**src/rtl/video_pkg.sv**
```systemverilog
// Shared types and constants for the test-pattern video mode sequencer.
// State encodings are plain constants so older tooling can consume them unchanged.
package video_pkg;

    typedef logic [2:0] state_t;

    localparam state_t ST_IDLE       = 3'd0;
    localparam state_t ST_WAIT_BLANK = 3'd1;
    localparam state_t ST_HOLD       = 3'd2;
    localparam state_t ST_SETTLE     = 3'd3;
    localparam state_t ST_ACK        = 3'd4;

    typedef struct packed {
        logic pal;
        logic scandouble;
    } mode_t;

    // Total lines per frame; scandouble doubles the line count at half the line time.
    localparam int NTSC_LINES    = 32'd262;
    localparam int PAL_LINES     = 32'd312;
    localparam int NTSC_LINES_SD = 32'd524;
    localparam int PAL_LINES_SD  = 32'd624;

    function automatic logic same_mode(input mode_t a, input mode_t b);
        return (a.pal == b.pal) && (a.scandouble == b.scandouble);
    endfunction

endpackage

```
**src/rtl/video_mode_sequencer_edge_det.sv**
```systemverilog
// Registered rising-edge detector; the input is already in the clk domain.
module edge_det (
    input  logic clk,
    input  logic rst_n,
    input  logic d,
    output logic rise
);

    logic d_r;

    // One-cycle delayed copy of the input
    always_ff @(posedge clk or negedge rst_n) begin
        if (!rst_n) begin
            d_r <= 1'b0;
        end else begin
            d_r <= d;
        end
    end

    assign rise = d & ~d_r;

endmodule

```
**src/rtl/video_mode_sequencer.sv**
```systemverilog
// Applies pal/scandouble changes to the video core at frame boundaries: wait for
// VBlank, hold the core in reset while switching, then wait for timing to settle.
module video_mode_sequencer
    import video_pkg::*;
#(
    parameter int HOLD_CYCLES    = 16,
    parameter int SETTLE_FRAMES  = 2,
    parameter int TIMEOUT_CYCLES = 2000000,
    parameter int CNT_W          = 21
) (
    input  logic clk,
    input  logic reset_n,
    input  logic cfg_req,
    input  logic cfg_pal,
    input  logic cfg_scandouble,
    output logic cfg_ack,
    output logic cfg_busy,
    output logic timeout,
    input  logic vblank,
    input  logic vsync,
    output logic core_reset,
    output logic core_pal,
    output logic core_scandouble
);

    localparam int FR_W = $clog2(SETTLE_FRAMES + 1);
    localparam logic [CNT_W-1:0] HOLD_LAST = CNT_W'(HOLD_CYCLES - 1);
    localparam logic [CNT_W-1:0] TO_LAST   = CNT_W'(TIMEOUT_CYCLES - 1);
    localparam logic [FR_W-1:0]  FR_DONE   = FR_W'(SETTLE_FRAMES);

    state_t           state_r;
    logic [CNT_W-1:0] cnt_r;
    logic [FR_W-1:0]  frames_r;
    mode_t            pend_r;
    logic             pending_r;
    mode_t            target_r;
    mode_t            core_mode_r;
    logic             core_reset_r;
    logic             ack_r;
    logic             busy_r;
    logic             timeout_r;

    mode_t            req_mode_s;
    logic             vblank_rise_s;
    logic             vsync_rise_s;
    logic [CNT_W-1:0] cnt_inc_s;
    logic [FR_W-1:0]  frames_inc_s;

    edge_det u_vblank_edge (.clk(clk), .rst_n(reset_n), .d(vblank), .rise(vblank_rise_s));
    edge_det u_vsync_edge  (.clk(clk), .rst_n(reset_n), .d(vsync),  .rise(vsync_rise_s));

    assign req_mode_s   = '{pal: cfg_pal, scandouble: cfg_scandouble};
    assign cnt_inc_s    = (cnt_r == {CNT_W{1'b1}}) ? cnt_r : cnt_r + CNT_W'(1);
    assign frames_inc_s = (frames_r == {FR_W{1'b1}}) ? frames_r : frames_r + FR_W'(1);

    // One-deep request slot; a request in the same cycle IDLE consumes the slot re-arms it
    always_ff @(posedge clk or negedge reset_n) begin
        if (!reset_n) begin
            pending_r <= 1'b0;
            pend_r    <= '0;
        end else if (cfg_req) begin
            pending_r <= 1'b1;
            pend_r    <= req_mode_s;
        end else if (state_r == ST_IDLE) begin
            pending_r <= 1'b0;
        end
    end

    // Sequencing FSM; reset lands in HOLD so power-on performs a full release
    always_ff @(posedge clk or negedge reset_n) begin
        if (!reset_n) begin
            state_r      <= ST_HOLD;
            cnt_r        <= '0;
            frames_r     <= '0;
            target_r     <= '0;
            core_mode_r  <= '0;
            core_reset_r <= 1'b1;
            ack_r        <= 1'b0;
            busy_r       <= 1'b1;
            timeout_r    <= 1'b0;
        end else begin
            ack_r <= 1'b0;
            case (state_r)
                ST_IDLE: begin
                    if (pending_r) begin
                        target_r <= pend_r;
                        busy_r   <= 1'b1;
                        if (same_mode(pend_r, core_mode_r)) begin
                            state_r <= ST_ACK;
                            ack_r   <= 1'b1;
                        end else begin
                            timeout_r <= 1'b0;
                            cnt_r     <= '0;
                            state_r   <= ST_WAIT_BLANK;
                        end
                    end
                end
                ST_WAIT_BLANK: begin
                    // A real VBlank edge beats a coincident terminal count
                    if (vblank_rise_s || (cnt_r == TO_LAST)) begin
                        if (!vblank_rise_s) begin
                            timeout_r <= 1'b1;
                        end
                        core_reset_r <= 1'b1;
                        core_mode_r  <= target_r;
                        cnt_r        <= '0;
                        state_r      <= ST_HOLD;
                    end else begin
                        cnt_r <= cnt_inc_s;
                    end
                end
                ST_HOLD: begin
                    if (cnt_r == HOLD_LAST) begin
                        core_reset_r <= 1'b0;
                        cnt_r        <= '0;
                        frames_r     <= '0;
                        state_r      <= ST_SETTLE;
                    end else begin
                        cnt_r <= cnt_inc_s;
                    end
                end
                ST_SETTLE: begin
                    if (vsync_rise_s) begin
                        cnt_r    <= '0;
                        frames_r <= frames_inc_s;
                        if (frames_inc_s == FR_DONE) begin
                            state_r <= ST_ACK;
                            ack_r   <= 1'b1;
                        end
                    end else if (cnt_r == TO_LAST) begin
                        timeout_r <= 1'b1;
                        state_r   <= ST_ACK;
                        ack_r     <= 1'b1;
                    end else begin
                        cnt_r <= cnt_inc_s;
                    end
                end
                ST_ACK: begin
                    busy_r  <= 1'b0;
                    state_r <= ST_IDLE;
                end
                default: begin
                    core_reset_r <= 1'b1;
                    cnt_r        <= '0;
                    busy_r       <= 1'b1;
                    state_r      <= ST_HOLD;
                end
            endcase
        end
    end

    assign cfg_ack         = ack_r;
    assign cfg_busy        = busy_r;
    assign timeout         = timeout_r;
    assign core_reset      = core_reset_r;
    assign core_pal        = core_mode_r.pal;
    assign core_scandouble = core_mode_r.scandouble;

endmodule

```
**config.mk**
```make
export PLATFORM = sky130hd
export DESIGN_NAME = video_mode_sequencer
export DESIGN_NICKNAME = d
export VERILOG_FILES = /design/src/rtl/video_pkg.sv /design/src/rtl/video_mode_sequencer_edge_det.sv /design/src/rtl/video_mode_sequencer.sv
export SDC_FILE = /design/constraint.sdc
export NUM_CORES = 1
export LEC_CHECK = 0
export CAP_MARGIN = 20
export CORE_MARGIN = 3
export CORE_UTILIZATION = 40
export CTS_BUF_LIST = sky130_fd_sc_hd__clkbuf_16
export CTS_CLUSTER_DIAMETER = 50
export DETAILED_ROUTE_END_ITERATION = 10
export DONT_BUFFER_PORTS = 1
export PLACE_DENSITY = 0.56
export SLEW_MARGIN = 20
export SYNTH_ARGS = -nofsm -noshare
export SYNTH_HDL_FRONTEND = slang
export SYNTH_SLANG_ARGS = --single-unit
```
**constraint.sdc**
```tcl
create_clock -name clk -period 5.1 [get_ports clk]
set_input_delay 0.51 -clock clk [delete_from_list [all_inputs] [get_ports clk]]
set_output_delay 0.51 -clock clk [all_outputs]
set_load 0.01 [all_outputs]
```
==> results of run 1 <==
[layer usage]
| metal | share of wire | track usage | routed length [µm] |
|---|---|---|---|
| met2 | 0.45 | 0.247 | 1950 |
| met4 | 0.012 | 0.0804 | 50 |
| met1 | 0.49 | 0.222 | 2120 |
| met5 | 0 | 0 | 0 |
| met3 | 0.044 | 0.0287 | 190 |
[cell usage in the layout (no fill, tap or decap), drive strengths merged, types with 6 or more instances in the layout]
| cell type | netlist | layout |
|---|---|---|
| nor3 | 6 | 6 |
| nand3 | 8 | 8 |
| nand4 | 13 | 13 |
| or3 | 7 | 7 |
| dfrtp | 36 | 36 |
| o21ai | 14 | 14 |
| nor2 | 21 | 21 |
| mux2 | 7 | 7 |
| nand2 | 17 | 17 |
| xor2 | 7 | 7 |
| and3 | 6 | 6 |
| a21oi | 16 | 16 |
[worst paths after layout]
| check | start | end | cells after the start |
|---|---|---|---|
| worst max-delay path | cnt_r[0] | cnt_r[19] | 7 |
| worst min-delay path | reset_n | state_r[0] | 1 |
| worst max register to register | cnt_r[0] | cnt_r[19] | 7 |
| worst min register to register | target_r[1] | target_r[1] | 1 |
| max in group asynchronous | reset_n | cnt_r[14] | 1 |
| min in group clk | vblank | u_vblank_edge.d_r | 0 |
[cells by family after synthesis]
kind of cell / after synthesis / share of synthesized area
buffers and inverters: 11 / 0.0289
AOI/OAI and AO/OA: 37 / 0.105
muxes: 9 / 0.0475
adders and majority gates: 1 / 0.00601
DFF: 39 / 0.471
xor gates and xnor gates: 12 / 0.0505
and+or+nand+nor: 103 / 0.292
[flip-flops by register name, indices dropped and copies added (netlist names), 2 cells and up]
name and flops:
cnt_r 21, state_r 3, frames_r 2, pend_r 2
target_r 2
[metrics by stage]
stage / cell area [µm²] / util / setup slack, ps / instances
3_5_place_dp: 2120 / 0.435 / 2960 / 273
3_3_place_gp: 2120 / 0.435 / 2990 / 273
5_1_grt: 2290 / 0.469 / 2750 / 282
6_report: 2290 / 0.469 / 2970 / 282
4_1_cts: 2290 / 0.469 / 2940 / 282
2_1_floorplan: 2080 / - / 3240 / 212
[power groups by stage]
stage	logic, mW	registers (mW)	clock network [mW]
floorplan	0.255	0.435	0
global placement	0.250	0.462	0
detailed placement	0.259	0.467	0
CTS	0.267	0.461	0.307
global route	0.302	0.471	0.323
finish	0.263	0.460	0.300
[final cells by class]
class / instances / share of cell area
clock buffer: 5 / 0.0547
clock inverter: 3 / 0.00875
inverter: 5 / 0.00820
multi-input combinational: 162 / 0.455
sequential: 39 / 0.428
tap: 67 / 0.0366
timing repair buffer: 1 / 0.00875
==> results.toml, run 1 <==
[yosys]
yosysTopAreaCell = "dfrtp_1"
ys_top_cells_by_area = "dfrtp_1 43%, a21oi_1 3.8%, dfstp_2 3.8%"
syn_inst = 212
yosysWarningCount = 0
synth_most_common_cell = "dfrtp_1"
synth_ff_type = "dfrtp_1"
syn_avg_cell_area_um2 = 9.81
syn_area_um2 = 2080
async_reset_ff_frac = 1.00
netlist_top_cells_count = "36 x dfrtp_1, 21 x nor2_1, 16 x a21oi_1, 16 x nand2_1, 13 x o21ai_0"
synth_edf_count = 0
syn-num-nets = 220
seq_area_frac_synth = 0.471
synth-seq-cells = 39
synth_cell_types = 42
synth_top_area_frac = 0.433

[cts]
cts_root_buf = "clkbuf_16"
ctsResizeCount = 0
clock_latency_ps = 280
hold_buffers = 1
cts_buffer_depth = 2
cts.reportedPaths.clkPinSlew_ps = 60
tritoncts = "done"
cts_inserted_buffers = 5
cts.htree.levels = 2
clkSinkCount = 39
cts_setup_buffers = 0

[layout]
register_area_um2 = 980
n_fill_cell = 482
antenna_cells = 0
drive_gt1_frac = 0.112
final_nets = 222
multi_input_area_um2 = 1040
area_growth_pct = 9.98

[routing]
ant_nets = 0
drc = 0
dr.pass1.iters = 4
drt-initial-drc-count = 84
via_count = 1585
avgRoutedWirePerCell_um = 15.3
avgViaCountPerCell = 5.62
routed_wl_mm = 4.30

[grt]
grt_max_degree = 37
grt_usage = 0.162
grt_overflow = 0
grt_pass1_vias = 1628
grt_antenna_before_repair = 0
grt_pass1_wl_mm = 7.84

[timing]
min_period_ps = 2130
finalCritPeriodShare = 0.417
skew_ps = 7.33
finalHoldViolations = 0
slew-limit-headroom = 0.650
fmax_mhz = 470
rsz0062_at_grt = "false"
hold_ws_ps = 52.9
worst_slew_pin_slew_ps = 524
setup_viol = 0
drv_slew = 0
setup_tns_ps = 0

[floorplan]
rows = 25
ios = 13
die_area_um2 = 6100
die_h_um = 78.1
start_util = 0.426
coreArea_um2 = 4880
die_w_um = 78.1

[power_and_ir_drop]
combPwrFrac = 0.257
p_int_uw = 664
leakagePower_nw = 0.989
pwr_density_cell_nw_per_um2 = 447
total_power_mw = 1.02
ir_worst_vdd_mv = 0.246
switching_power_uw = 358
power_frac_seq = 0.450
swShare = 0.350
pwr-share-clk = 0.293

[worst_setup_path]
cpPeakStageDelay_ps = 490
crit_chain = "ha_1, and3_1, and3_1, nand3_1, nand3_1, o2111a_2, nor3_1"
crit_path_start_kind = "register"
required_ps = 5240
crit_type = "register to register"
cp_top_family = "simple AND/OR/NAND/NOR gates"
cp_max_fo = 21
critPathBufInv = 0
critPathCaptureType = "register"
critPathSlowestCell = "o2111a_2"
crit_arrival_ps = 2270
reg2reg_slack_ps = 2970

[hold_path]
holdCritPathClass = "input port to async pin"

[place]
port_buffers = 0
gp_congestion = 0.827
dpl.hpwl_mm = 3.13

[status]
status = "finished, final reports clean"

[flow_run]
maxCapViolations = 0
Power figures use the tool's default switching activity.
==> run 2: changes to the inputs <==
clock period = 2.2 ns   (was 5.1 ns; I/O delays follow)
==> run 2 against run 1 <==
Design area increased by 5.0%. Cell count increased by 3.2%. Critical endpoint is now cnt_r[16]. Highest routed layer unchanged. Die area unchanged. Largest cell class unchanged.
==> results.toml, run 2 (synthesis gave the netlist of run 1 again) <==
[status]
status = "finished, final reports clean"

[power_and_ir_drop]
ir_worst_vdd_mv = 0.486
leakagePower_nw = 1.05
total_power_mw = 2.64
pwr_density_cell_nw_per_um2 = 1100

[cts]
cts.htree.levels = 2
cts_buffer_depth = 2
cts_root_buf = "clkbuf_16"
cts.reportedPaths.clkPinSlew_ps = 60
cts_inserted_buffers = 5
clkSinkCount = 39
tritoncts = "done"
cts_setup_buffers = 0
clock_latency_ps = 290

[timing]
rsz0062_at_grt = "false"
setup_tns_ps = 0
setup_viol = 0
fmax_mhz = 488
skew_ps = 7.55
drv_slew = 0
finalHoldViolations = 0
finalCritPeriodShare = 0.931
min_period_ps = 2050
worst_slew_pin_slew_ps = 486
slew-limit-headroom = 0.675
setup_ws_ps = 153

[floorplan]
die_area_um2 = 6100
coreArea_um2 = 4880
ios = 13
die_h_um = 78.1
rows = 25
die_w_um = 78.1
start_util = 0.426

[routing]
via_count = 1601
routed_wl_mm = 4.54
drt-initial-drc-count = 148
avgRoutedWirePerCell_um = 15.6
dr.pass1.iters = 4
drc = 0
ant_nets = 0
avgViaCountPerCell = 5.50

[place]
dpl.cell_count = 279
place_ws_ps = 98.5
gp_congestion = 0.841
port_buffers = 0
place_area_um2 = 2180
dpl.hpwl_mm = 3.20

[layout]
fin_cells = 291
largest_reg_flops = 21
largest_register = "cnt_r"
register_area_um2 = 980
area_growth_pct = 15.5
n_fill_cell = 469
final_cell_mix = "36 x dfrtp_1, 21 x nor2_1, 16 x nand2_1, 16 x a21oi_1, 13 x o21ai_0"
antenna_cells = 0
final_nets = 231
fin_area_um2 = 2400
drive_gt1_frac = 0.143
final_common_cell = "dfrtp_1"
multi_input_area_um2 = 1040
reg_top3 = "cnt_r: 21 flops, state_r: 3 flops"

[worst_setup_path]
cp_max_fo = 21
critPathCaptureType = "register"
critPathMostFrequentCell = "nand3_1"
cpPeakStageDelay_ps = 410
reg2reg_slack_ps = 150
crit_type = "register to register"
critPathSlowestCell = "dfrtp_1"
crit_chain = "ha_1, and3_2, and3_1, nand3_1, nand3_1, o2111a_2, buf_12, nor3_1"
crit_arrival_ps = 2250
required_ps = 2400
crit_path_start_kind = "register"

[grt]
grt_usage = 0.167
grt_max_degree = 40
grt_antenna_before_repair = 0
grt_pass1_wl_mm = 8.02
grt_overflow = 0
grt_pass1_vias = 1602

[hold_path]
holdCritPathClass = "input port to register"

[flow_run]
maxCapViolations = 0
run 2: repair_timing:
action	CTS	global route
hold buffers	4	0
endpoints found under the setup margin	0	2
hold endpoints to repair	41	0
gates resized for setup	0	2
run 2: critical path, delay by kind of cell, from the launching register on:
family          cells  cell delay [ps]
buf+inv             1              160
compound gates      1              210
fa+ha+maj           1              240
simple gates        5              930
flops               1              410
run 2: worst paths after layout:
path | from | to | cells after the start
max in group asynchronous | reset_n | state_r[1] | 2
worst min register to register | target_r[1] | core_pal | 1
worst max-delay path | cnt_r[0] | cnt_r[16] | 8
min in group asynchronous | reset_n | state_r[0] | 2
worst max register to register | cnt_r[0] | cnt_r[16] | 8
worst min-delay path | cfg_req | pending_r | 1
run 2: area by class of cell:
cell class                      instances  share of cell area
Clock buffer                            5              0.0521
Clock inverter                          3              0.0193
Inverter                                5             0.00781
Multi-Input combinational cell        162               0.434
Sequential cell                        39               0.408
Tap cell                               67              0.0349
Timing Repair Buffer                   10              0.0448
run 2: power breakdown:
part	internal, mW	total [mW]	switching (mW)
Clock	0.539	0.845	0.307
Sequential	0.889	1.06	0.166
Combinational	0.328	0.736	0.408
run 2: layer usage:
metal	wire length [µm]	part of all wire	global-route usage
met1	2220	0.49	0.238
met2	2030	0.45	0.235
met3	206	0.045	0.0447
met4	77	0.017	0.0769
met5	0	0	0
run 2: per-stage QoR:
| step | util | hold WS, ps |
|---|---|---|
| floorplan | - | -75.6 |
| global placement | 0.447 | -74.4 |
| detailed placement | 0.447 | -74.1 |
| CTS | 0.492 | 20.7 |
| global route | 0.493 | 11.7 |
| finish | 0.493 | 24.6 |
